===== src/rtl/dff_reg.sv =====
// n-bit edge-triggered storage register with clock enable, asynchronous
// active-high clear, and true/complement outputs.
module dff_reg #(
   parameter int n = 32
) (
   input  logic         clk,
   input  logic         rst,
   input  logic         en,
   input  logic [n-1:0] d,
   output logic [n-1:0] q,
   output logic [n-1:0] qn
);

   if (n < 1) begin : g_bad_width
      $error("dff_reg: parameter n must be at least 1 (got %0d)", n);
   end

   logic [n-1:0] q_reg;

   // Clear wins over everything; otherwise en gates the rising-edge capture.
   always_ff @(posedge clk or posedge rst) begin
      if (rst) begin
         q_reg <= '0;
      end else if (en) begin
         q_reg <= d;
      end
   end

   // Complement is taken from the one stored copy so qn can never drift from ~q.
   assign q  = q_reg;
   assign qn = ~q_reg;

endmodule


===== config.mk =====
export PLATFORM = sky130hd
export DESIGN_NAME = dff_reg
export DESIGN_NICKNAME = d
export VERILOG_FILES = /design/src/rtl/dff_reg.sv
export SDC_FILE = /design/constraint.sdc
export NUM_CORES = 1
export LEC_CHECK = 0
export ABC_AREA = 1
export BUFFER_PORTS_ARGS = -buffer_cell sky130_fd_sc_hd__buf_2
export CAP_MARGIN = 20
export CORE_ASPECT_RATIO = 0.75
export CORE_MARGIN = 2
export CORE_UTILIZATION = 35
export CTS_CLUSTER_DIAMETER = 50
export CTS_CLUSTER_SIZE = 28
export DETAILED_ROUTE_END_ITERATION = 12
export GPL_TIMING_DRIVEN = 0
export PLACE_DENSITY = 0.79
export SLEW_MARGIN = 25
export SYNTH_ARGS = -nofsm -noshare
export SYNTH_HDL_FRONTEND = slang
export SYNTH_SLANG_ARGS = --single-unit

===== constraint.sdc =====
create_clock -name clk -period 1.1 [get_ports clk]
set_clock_uncertainty 0.15 [all_clocks]
set_input_delay 0 -clock clk [delete_from_list [all_inputs] [get_ports clk]]
set_output_delay 0 -clock clk [all_outputs]
set_load 0.05 [all_outputs]

# Word-level counts from Yosys, hierarchy flattened
# Index checks and enable logic that the tools add are counted.
[totals]
reg_bits = 32
inputBits = 35
output_inout_bits = 64
[classes]
bitwise = 1
[op_table]
columns = ["cell", "n"]
rows = [
  ["32-bit NOT", 1],
]

# Longest topological paths before layout
# Gate-level depths: netlist of run 1.
[depth]
word_depth = 1
mapped_depth = 5
mapped_depth_nobuf = 3

# Worst setup path before layout of run 1
# No wires, ideal clock.
[synth_path]
path_type = "reg-to-output"
startpoint = "reg q_reg[10] (netlist: q[10])"
endpoint = "out qn[10]"
t_arrival_ps = 982
required_time_ps = 950
slack_ps = -32
stages_incl_launch_ff = 2
path_cell_list = "dfrtp_1 > inv_1"
[synth_between]
elab_chain_cells = 1
[synth_lines]
columns = ["item", "line_no", "source"]
rows = [
  ["from (decl)", "18", "logic [n-1:0] q_reg;"],
  ["from (signal assigned)", "23", "q_reg <= '0;"],
  ["from (signal assigned)", "25", "q_reg <= d;"],
  ["32-bit NOT", "31", "assign qn = ~q_reg;"],
  ["to (decl)", "11", "output logic [n-1:0] qn"],
]
# No other way between the ends.

# Worst setup path after layout of run 1
[layout_path]
startpoint = "reg q_reg[19] (netlist: q[19])"
endpoint = "out q[19]"
[layout_rtl]
columns = ["item", "line_no", "source"]
rows = [
  ["to (decl)", "10", "output logic [n-1:0] q,"],
]
# No word-level cell between the ends.

==> metrics, run 1 <==
drt first pass iters 4; CP Launch Type flop; Worst Hold Class input pin to async pin; Slew Viols, Final 0; full die area 4580 µm²; GRT overflow 0; fmax 930 MHz; num ports 99; CTS tree done; most area-hungry cell type in the Yosys netlist dfrtp_1; # rows 19; critical-path cell list buf_2; Placement Cell Area 2010 µm²; ranking of synthesized cells by area dfrtp_1 57%, nand2_1 23%, inv_1 8.7%; nets@finish 342; Psw 1.52 mW; Worst Path Arrival 920 ps; DIE HEIGHT 59.1 µm; dpl cells 318; wire per inst 11.1 µm; CTS max path bufs 2; Seq pwr share 0.365; Power, Total 3.81 mW; Worst-Margin Slew 545 ps; Mapped Cells 169; relative slew slack 0.636; area of the multi-input gates 385 µm²; Power Density 1460 nW/µm²; Mean Syn Cell Area 8.38 µm²; final worst setup slack 25.2 ps; n_diodes 0; vias in the first global route 1407; Critical Path Max Stage Delay 390 ps; Final Instance Area 2620 µm²; WHS 168 ps; gp weighted congestion 0.671; number of max-cap violations 0; synth unique cells 8; switch share 0.399; leakage power 1.46 nW; worst skew pair latency 260 ps; # setup viols final 0; Gate power share 0.399; register area share after synthesis 0.565; Int Pwr 2.29 mW; share of power burned in the clock network 0.235; max reg flops 32; #FFs+latches synth 32; Register Area 841 µm²; Critical Path RT 950 ps; Total Routed Length 4.00 mm; WS Path Type flop to output port; Setup crit end kind output port; WP buf/inv 1; share of the synthesized area in the top cell type 0.565; Worst path slowest cell dfrtp_2; Period minus WS final 1070 ps; Post-Syn Area 1420 µm²; Final ANT Viol Nets 0; largest fanout on the critical path 3; Starting Density 0.375; via count 1496; crit-path leading delay family flip-flops; Syn-to-layout area delta 84.9%; CTS buffer count 5; Post-CTS Setup Inserts 0; H-tree Lvls 2; wire length of the first global-routing pass 6.00 mm; non-filler cells, final 360; Total Routing Usage GR 0.167; largest net degree at the start of global routing 33; status finished clean; initial antenna violation count 0; core area 3780 µm²; clk root buf clkbuf_8; IO Port Bufs 97; DRC Markers 0; Clk pin slew, worst setup/hold paths 60 ps; die width 77.5 µm; Final period util 0.977; Synthesized Nets 204; Final Hold Viols 0; placed wire-length estimate 2.41 mm; Max rail drop VDD 0.864 mV; DR iter-0 viols 24; dpl ws 246 ps; fill count 278; via/cell ratio 4.16; Sink Count 32; synth warn 0; fraction of layout cells with a size suffix above 1 0.526
[layout make-up]
class	instances	area share
Inverter	34	0.0521
Buffer	7	0.0363
Tap cell	52	0.0248
Multi-Input combinational cell	96	0.147
Sequential cell	32	0.321
Clock buffer	8	0.0344
Timing Repair Buffer	131	0.384
[power groups by stage]
stage	Sequential [mW]	Combinational (mW)	Clock (mW)
after floorplan	1.78	0.598	0
after global placement	1.40	1.27	0
after detailed placement	1.40	1.28	0
after CTS	1.38	1.44	0.923
after global routing	1.41	1.60	0.973
final	1.39	1.52	0.897
[worst min-delay path, stage by stage]
cell and delay, ps:
dlygate4sd3_1 540, buf_2 130, clkinv_2 370
[placed cells by master (no fill, tap or decap), drive strengths merged]
master        n
buf          97
clkbuf       15
inv          33
dfrtp        32
dlygate4sd3  34
clkinv        1
nand2        96
[per-layer routing]
layer / GRT usage / part of all wire
met5: 0 / 0
met4: 0.0383 / 0.0040
met3: 0.0457 / 0.064
met2: 0.325 / 0.53
met1: 0.185 / 0.40
[synthesized netlist by cell type]
master and instances:
clkbuf_8 3, buf_12 1, buf_6 3, inv_1 33
nand2_2 10, inv_8 1, nand2_1 86, dfrtp_1 32
[timing repair]
item | CTS | global route
hold buffers | 34 | 0
cloned | 0 | 0
setup endpoints to repair | 32 | 57
pin swaps | 0 | 0
resized for setup | 32 | 37
hold endpoints to repair | 64 | 0
[kinds of logic after synthesis]
family	count (synthesis)	share of synthesized area
buffers and inverters	41	0.163
DFF	32	0.565
and+or+nand+nor	96	0.272
[path summary, 6_finish.rpt]
| kind | slack, ps | startpoint | end | depth (start not counted) |
|---|---|---|---|---|
| setup / recovery | 30 | q[19] | q[19] | 1 |
| hold / removal | 170 | rst | q[24] | 3 |
| setup reg to reg | 290 | q[19] | q[19] | 2 |
| max in group asynchronous | 260 | rst | q[5] | 3 |
| min in group clk | 310 | d[17] | q[17] | 4 |
| hold reg to reg | 340 | q[27] | q[27] | 2 |
[metrics by stage]
step,util,TNS (ps)
floorplan,-,0
global placement,0.531,-7730
detailed placement,0.531,0
CTS,0.666,0
global route,0.693,-22.3
finish,0.693,0
Note: power is estimated with default switching activity, not from simulation.
==> inputs of run 2 (changes only) <==
- MAX_ROUTING_LAYER: not set -> met4
- PLACE_DENSITY: 0.79 -> not set
- PLACE_DENSITY_LB_ADDON: not set -> 0.3
==> metrics, run 2 (synthesized netlist as in run 1, its figures left out) <==
fraction of layout cells with a size suffix above 1 0.590; Slew Viols, Final 0; Final period util 1.01; CTS max path bufs 2; final worst setup slack -8.37 ps; status finished, violations left; Worst Path Arrival 960 ps; dpl cells 318; n_diodes 0; leakage power 1.51 nW; Sink Count 32; Max rail drop VDD 0.941 mV; vias in the first global route 1453; wire length of the first global-routing pass 6.44 mm; placed wire-length estimate 2.44 mm; via count 1510; # rows 19; wire per inst 12.1 µm; Clk pin slew, worst setup/hold paths 70 ps; number of max-cap violations 0; num ports 99; full die area 4580 µm²; Critical Path RT 950 ps; fmax 902 MHz; Total Routing Usage GR 0.189; drt first pass iters 4; largest net degree at the start of global routing 33; nets@finish 346; Worst-Margin Slew 540 ps; CP Launch Type flop; core area 3780 µm²; CTS buffer count 5; Starting Density 0.375; Setup crit end kind output port; fin util 0.728; WHS 138 ps; gp weighted congestion 0.681; clk root buf clkbuf_8; RSZ-0062 raised after global routing yes; Final Hold Viols 0; failing checks setup timing; largest fanout on the critical path 3; GRT overflow 0; CTS tree done; initial antenna violation count 0; Syn-to-layout area delta 94.3%; IO Port Bufs 97; DRC Markers 0; DR iter-0 viols 77; DIE HEIGHT 59.1 µm; non-filler cells, final 364; via/cell ratio 4.15; Final ANT Viol Nets 0; worst skew pair latency 280 ps; commonest non-fill, non-tap cell in the layout nand2_1; relative slew slack 0.639; # setup viols final 1; die width 77.5 µm; H-tree Lvls 2; Worst Hold Class input pin to async pin; most frequent cells in the layout 86 x nand2_1, 40 x buf_2, 34 x dlygate4sd3_1; WS Path Type flop to output port; max reg flops 32; Period minus WS final 1110 ps; Total Routed Length 4.42 mm; Power Density 1440 nW/µm²
## run 2: changes by cell type in the layout (fill, tap and decap cells not counted), sizes merged
cell	previous run	this run
clkinv	1	3
buf	97	93
clkbuf	15	21
## run 2: path summary, 6_finish.rpt
| path | from | endpoint | slack [ps] | cells after the start |
|---|---|---|---|---|
| worst max-delay path | q[25] | qn[25] | -8 | 2 |
| worst min-delay path | rst | q[28] | 140 | 3 |
| worst max register to register | q[11] | q[11] | 190 | 3 |
| worst min register to register | q[30] | q[30] | 340 | 2 |
| max in group asynchronous | rst | q[9] | 290 | 3 |
| min in group clk | d[22] | q[22] | 300 | 4 |
## run 2: critical path: stages, from the launching register on
cell	delay (ps)
dfrtp_2	420
inv_1	90
buf_6	160
## run 2: area by class of cell
cell class                      count  area [µm²]
Buffer                              7        95.1
Clock buffer                        6        82.6
Clock inverter                      2        10.0
Fill cell                         278        1030
Inverter                           34         136
Multi-Input combinational cell     96         385
Sequential cell                    32         841
Tap cell                           52        65.1
Timing Repair Buffer              135        1140
## run 2: metrics by stage
stage	TNS, ps	cell area, µm²	setup slack [ps]	total power, mW
3_5_place_dp	0	2010	239	2.69
2_1_floorplan	0	1460	89.7	2.37
3_3_place_gp	-8700	2010	-273	2.67
6_report	-8.37	2750	-8.37	3.96
5_1_grt	-130	2750	-38.0	4.14
4_1_cts	0	2540	0.144	3.80
## run 2: routing by layer
metal | track usage | up-vias | wire (µm)
met5 | - | - | 0
met1 | 0.212 | 679 | 1720
met4 | 0.0842 | 0 | 74
met2 | 0.324 | 66 | 2360
met3 | 0.0488 | 10 | 269
li1 | - | 755 | -
## run 2: report_power, final
part / total (mW) / internal (mW) / switching [mW] / leakage, nW
clock: 0.918 / 0.498 / 0.420 / 0.0510
combinational: 1.63 / 0.566 / 1.07 / 1.10
sequential: 1.41 / 1.30 / 0.106 / 0.353
total: 3.96 / 2.37 / 1.59 / 1.51
## run 2: timing repair
| item | CTS | global route |
|---|---|---|
| gates resized for setup | 38 | 94 |
| gates cloned | 0 | 0 |
| setup endpoints to repair | 32 | 87 |
| hold buffers | 34 | 0 |
| hold endpoints to repair | 64 | 0 |
| buffers inserted | 0 | 4 |
